==> src/rtl/rf_wb_ctrl.sv <==
// Write-back controller: round-robin arbitration of two write-back requesters onto
// the single register-file write port, plus a per-register busy scoreboard for RAW stalls.
module rf_wb_ctrl #(
  parameter int unsigned NUM_REG = 32,
  parameter int unsigned ADDR_W  = 5,
  parameter int unsigned DATA_W  = 32
) (
  input  logic              clk,
  input  logic              rst_n,
  input  logic              alloc_v,
  input  logic [ADDR_W-1:0] alloc_rd,
  input  logic              a_valid,
  input  logic [ADDR_W-1:0] a_rd,
  input  logic [DATA_W-1:0] a_data,
  output logic              a_ready,
  input  logic              b_valid,
  input  logic [ADDR_W-1:0] b_rd,
  input  logic [DATA_W-1:0] b_data,
  output logic              b_ready,
  output logic [ADDR_W-1:0] rd,
  output logic              write_e,
  output logic [DATA_W-1:0] write_d,
  input  logic [ADDR_W-1:0] reg_s1,
  input  logic [ADDR_W-1:0] reg_s2,
  output logic              stall,
  output logic [NUM_REG-1:0] busy,
  output logic              err
);

  typedef enum logic {
    PRIO_A = 1'b0,
    PRIO_B = 1'b1
  } prio_e;

  prio_e               prio_q, prio_d;
  logic [NUM_REG-1:0]  busy_q, busy_d;
  logic                err_q, err_d;

  logic                gnt_a, gnt_b, gnt;
  logic [ADDR_W-1:0]   g_rd;
  logic [DATA_W-1:0]   g_data;

  // Combinational grant; forced idle while reset is asserted so no write leaks out.
  always_comb begin
    gnt_a  = 1'b0;
    gnt_b  = 1'b0;
    g_rd   = '0;
    g_data = '0;
    if (rst_n) begin
      gnt_a = a_valid && (!b_valid || (prio_q == PRIO_A));
      gnt_b = b_valid && !gnt_a;
    end
    if (gnt_a) begin
      g_rd   = a_rd;
      g_data = a_data;
    end else if (gnt_b) begin
      g_rd   = b_rd;
      g_data = b_data;
    end
  end

  assign gnt     = gnt_a || gnt_b;
  assign a_ready = gnt_a;
  assign b_ready = gnt_b;
  assign rd      = g_rd;
  assign write_d = g_data;
  assign write_e = gnt && (g_rd != '0);

  // Next state: completing write-back clears busy, a same-cycle allocation re-sets it.
  always_comb begin
    prio_d = prio_q;
    busy_d = busy_q;
    err_d  = err_q;
    if (gnt_a) begin
      prio_d = PRIO_B;
    end else if (gnt_b) begin
      prio_d = PRIO_A;
    end
    if (gnt && (g_rd != '0)) begin
      if (!busy_q[g_rd]) begin
        err_d = 1'b1;
      end
      busy_d[g_rd] = 1'b0;
    end
    if (alloc_v && (alloc_rd != '0)) begin
      busy_d[alloc_rd] = 1'b1;
    end
    busy_d[0] = 1'b0;
  end

  always_ff @(posedge clk or negedge rst_n) begin
    if (!rst_n) begin
      prio_q <= PRIO_A;
      busy_q <= '0;
      err_q  <= 1'b0;
    end else begin
      prio_q <= prio_d;
      busy_q <= busy_d;
      err_q  <= err_d;
    end
  end

  // Stall sees only registered busy: no bypass from a same-cycle write-back.
  assign stall = (busy_q[reg_s1] && (reg_s1 != '0)) ||
                 (busy_q[reg_s2] && (reg_s2 != '0));
  assign busy  = busy_q;
  assign err   = err_q;

endmodule

==> config.mk <==
export PLATFORM = sky130hd
export DESIGN_NAME = rf_wb_ctrl
export DESIGN_NICKNAME = d
export VERILOG_FILES = /design/src/rtl/rf_wb_ctrl.sv
export SDC_FILE = /design/constraint.sdc
export NUM_CORES = 1
export LEC_CHECK = 0
export CORE_MARGIN = 1
export CORE_UTILIZATION = 34
export CTS_BUF_LIST = sky130_fd_sc_hd__clkbuf_4 sky130_fd_sc_hd__clkbuf_8
export DETAILED_ROUTE_END_ITERATION = 16
export PLACE_DENSITY_LB_ADDON = 0.25
export SYNTH_ARGS = -nofsm -noshare
export SYNTH_HDL_FRONTEND = slang
export SYNTH_SLANG_ARGS = --single-unit
==> constraint.sdc <==
create_clock -name clk -period 2.3 [get_ports clk]
set_input_delay 0.345 -clock clk [delete_from_list [all_inputs] [get_ports clk]]
set_output_delay 0.345 -clock clk [all_outputs]
set_load 0.005 [all_outputs]
# ---- Word level (Yosys, flattened, before mapping)
# Index checks and enable logic that the tools add are counted.
dict set report word_totals {
  regBits 33
  inputBits 94
  output_inout_bits 74
  wordCells 53
}
dict set report classes {
  n_lt_le_gt_ge 6
  mux 20
  bitwise_logic 5
  n_reduce_logical 19
}
# operator count
set ops {}
lappend ops {{2-to-1 mux 32 bit} 4}
lappend ops {{bitwise AND 32 bit} 1}
lappend ops {{inverter 32 bit} 1}
lappend ops {{OR 32 bit} 1}
lappend ops {{less-than comparator 5 x 6 -> 1 bit (second input constant)} 4}
lappend ops {{nonzero test 5 bit} 4}
lappend ops {{binary-select mux 1 bit (select 5 bit)} 3}
lappend ops {{demux 1 bit (select 5 bit)} 2}
lappend ops {{>= comparator 5 x 1 -> 1 bit (second input constant)} 2}
lappend ops {{2-to-1 mux 5 bit} 2}
lappend ops {{2-to-1 mux 1 bit} 9}
lappend ops {{logical AND 1 bit} 8}
lappend ops {{logical OR 1 bit} 3}
lappend ops {{zero test 1 bit} 2}
lappend ops {{inverter 1 bit} 2}
lappend ops {{AND reduction 2 bit} 1}
lappend ops {{nonzero test 2 bit} 1}

# ---- Logic depth before layout (Yosys ltp)
dict set report logic_depth {
  word_depth 17
  depth_mapped 10
  mapped_depth_nobuf 8
}

# ---- Worst setup path after synthesis
# OpenSTA, ideal clock, no wires.
dict set report synth_path {
  path_type {input -> output}
  from {input port reg_s1[0]}
  to {output port stall}
  t_arrival_ns 1.961
  required_time_ns 1.955
  slack_ns -0.006
  cell_stages 5
  n_path_buf 1
  cell_sequence {clkbuf_1 > mux4_2 > mux4_2 > mux2i_1 > nand2_1}
}
dict set report synth_between {
  elab_chain_cells 4
  word_cells_on_any_way 5
  classes_between {mux: 2; reduce/logical: 3}
}
# element line_no
set synth_lines {}
lappend synth_lines {{start: declaration} 23} ;# input logic [ADDR_W-1:0] reg_s1,
lappend synth_lines {{binary-select mux 1 bit (select 5 bit)} 104} ;# assign stall = (busy_q[reg_s1] && (reg_s1 != '0)) ||
lappend synth_lines {{2-to-1 mux 1 bit (not written as such)} 104}
lappend synth_lines {{logical AND 1 bit (*)} 104}
lappend synth_lines {{logical OR 1 bit (*)} 104}
lappend synth_lines {{end: declaration} 25} ;# output logic stall,
# Mark *: on every way between the ends. The rest lies on a longest branch, timed or not. The select of a mux whose other input is x is not followed.

# ---- Worst setup path in the final report
dict set report layout_path {
  from {register busy_q[13], in the netlist busy[13]}
  to {output port stall}
}
dict set report layout_between {
  elab_chain_cells 4
  word_cells_on_any_way 7
  classes_between {mux: 4; reduce/logical: 3}
}
# element line_no
set layout_lines {}
lappend layout_lines {{start: declaration} 36} ;# logic [NUM_REG-1:0] busy_q, busy_d;
lappend layout_lines {{start signal: assignment} 98} ;# busy_q <= busy_d;
lappend layout_lines {{binary-select mux 1 bit (select 5 bit) (on tied branches)} {104, 105}}
lappend layout_lines {{2-to-1 mux 1 bit (on tied branches)} {104, 105}}
lappend layout_lines {{logical AND 1 bit (on tied branches)} {104, 105}}
lappend layout_lines {{logical OR 1 bit (*)} 104}
# Marked as above.

==> results.toml <==
[run_status]
status = "complete, but fails checks"
violations = "negative setup slack"

[cts]
clockBufferDepth = 2
clk_pin_slew_ns = 0.08
cts-root-buf = "clkbuf_8"
cts.sinks = 33
cts_tree = "done"
h-tree-depth = 2
clock_latency_ns = 0.29
cts_made_buffers = 5

[timing]
worst_slew_pin_slew_ns = 0.503
setup_viol = 1
fin_skew_ns = 0.00681
timing.final.crit_share_pct = 106
tns_ns = -0.133
rsz0062_at_grt = "true"
fmax_mhz = 411
hold_violations = 0
slew_headroom_pct = 66.4
setup_slack_ns = -0.133
maxSlewViolCount = 0
holdWs_ns = 0.198
finalCriticalPeriod_ns = 2.43

[critical_path]
crit_type = "reg2out"
startpoint_type = "flop"
required_ns = 1.96
worstPathMaxFanout = 4
worstPathArrival_ns = 2.09
end_kind = "output port"

[synth]
synth_cell_type_count = 43
postSynthNetCount = 354
synth-xor-area-share_pct = 0
syn_area_um2 = 2620
synth_area_per_cell_um2 = 10.1
yosys.area.top_type = "dfrtp_1"
synth-simple-area-share_pct = 9.54
synth_commonest_cells = "58 x o21ai_0, 33 x dfrtp_1, 32 x a22o_1, 21 x nand2_1, 18 x mux4_2"
synth_seq_area_share_pct = 31.5
synth_fa_ha_area_share_pct = 0
synth_top_family_by_area = "compound AO/OA/AOI/OAI gates"
yosysMostFrequentCell = "o21ai_0"
muxShareOfSynthArea_pct = 22.6
synth_top_area_share_pct = 31.5
synth_compound_area_share_pct = 32.0
async_flop_share_pct = 100
synthesis.instances = 260
ys.flop_type = "dfrtp_1"
ys_ff_latch = 33
synth.area.top_cells = "dfrtp_1 31%, mux4_2 15%, o21ai_0 11%, a22o_1 11%, mux2i_1 4.6%"
yosys_warnings = 0
synth_edf_count = 0

[global_route]
grt_pass1_vias = 3282
grt_max_degree = 32
antenna_found_initial = 0
grt_overflow = 0
grt_pass1_wl_mm = 18.6
grt_usage_pct = 30.2

[final_layout]
multi_input_area_um2 = 1730
diodes = 0
seqCellArea_um2 = 827
stdcell_area_um2 = 5470
finalNonFillerCells = 624
final_nets = 618
syn2layout_area_growth_pct = 109
drive_gt1_share_pct = 31.4
n_fill_cell = 548

[place]
gp_congestion = 0.980
place_area_um2 = 4960
dp.cells = 586
port_buffers = 166
place_hpwl_mm = 9.46

[flow_run]
drv_cap = 0

[routing]
route.detailed.drc = 0
viasPerCell = 5.74
drtAntennaViolNets = 0
drt_iter0_drc = 364
drt_first_pass_iters = 5
routed_wl_mm = 13.3
vias = 3579
routedWlPerCell_um = 21.3

[floorplan]
start_util_pct = 35.6
row_count = 31
die_y_um = 89.8
die_area_um2 = 8070
fp.dieW_um = 89.8
io_pins = 168
core_um2 = 7370

[power]
p_leak_uw = 0.00265
ir_drop_v = 0.000379
power_uw = 3270
power_density_nw_per_um2 = 597

[hold_path]
hold_path_class = "in2async"
==> flip-flops by register name, indices dropped and copies added, names as in the netlist <==
| name | count |
|---|---|
| err | 1 |
| prio_q | 1 |
| busy | 31 |
==> report_power, final <==
group	switching, uW	internal, uW	total (uW)
logic	662	1130	1790
clock network	232	352	585
registers	164	727	891
total	1060	2210	3270
==> area by class of cell <==
| cell class | instances | share of cell area [%] |
|---|---|---|
| Multi-Input combinational cell | 204 | 31.6 |
| Clock buffer | 6 | 1.51 |
| Sequential cell | 33 | 15.1 |
| Tap cell | 99 | 2.26 |
| Clock inverter | 2 | 0.686 |
| Timing Repair Buffer | 275 | 48.4 |
| Inverter | 5 | 0.412 |
==> through the flow <==
stage                     worst slack [ns]  util (%)
after floorplan                      0.194         -
after global placement              -0.716      67.3
after detailed placement            -0.724      67.3
after CTS                          -0.0985      70.2
after global routing                -0.134      74.3
final                               -0.133      74.3
==> layer usage <==
| layer | routed length (um) | vias to the layer above | global-route usage [%] |
|---|---|---|---|
| met3 | 1550 | 50 | 9.14 |
| met2 | 6230 | 266 | 48.0 |
| li1 | - | 1580 | - |
| met1 | 5020 | 1681 | 38.3 |
| met5 | 56 | - | 5.77 |
| met4 | 458 | 2 | 11.1 |
==> cells in the final DEF (no fill, tap or decap), types with 6 or more instances in the layout <==
master           instances
a22o_1                  32
buf_4                   93
buf_6                    7
clkbuf_8                 6
clkdlybuf4s50_1        121
dfrtp_1                 32
dlygate4sd2_1           15
dlymetal6s2s_1          23
mux2i_1                 12
mux4_2                  18
nand2_1                 20
o21ai_0                 56
==> repair_timing <==
action / in CTS / in global routing
endpoints found under the hold margin: 1 / 0
pin swaps: 3 / 4
gates cloned: 2 / 3
endpoints found under the setup margin: 41 / 31
hold buffers: 1 / 0
buffers inserted: 5 / 19
resized for setup: 38 / 41
==> kinds of logic (layout without fill, tap and decap cells) <==
logic type | Yosys count | after routing
and+or+nand+nor | 47 | 47
DFF | 33 | 33
other | 1 | 1
muxes | 36 | 36
AOI/OAI and AO/OA | 120 | 120
buffers and inverters | 23 | 288
==> critical path, cell delays in order (launching register included) <==
cell and delay (ns):
dfrtp_1 0.46, mux4_2 0.51, mux4_2 0.47, mux2i_1 0.15, nand2_1 0.08, buf_2 0.13
==> final timing paths <==
kind	startpoint	endpoint	slack, ns	cells after the start
worst max-delay path	busy[13]	stall	-0.13	5
worst min-delay path	rst_n	busy[7]	0.20	2
worst max register to register	prio_q	err	0.08	8
worst min register to register	err	err	0.57	3
max in group asynchronous	rst_n	prio_q	1.66	2
min in group clk	rst_n	prio_q	0.51	3
Power figures use the tool's default switching activity.
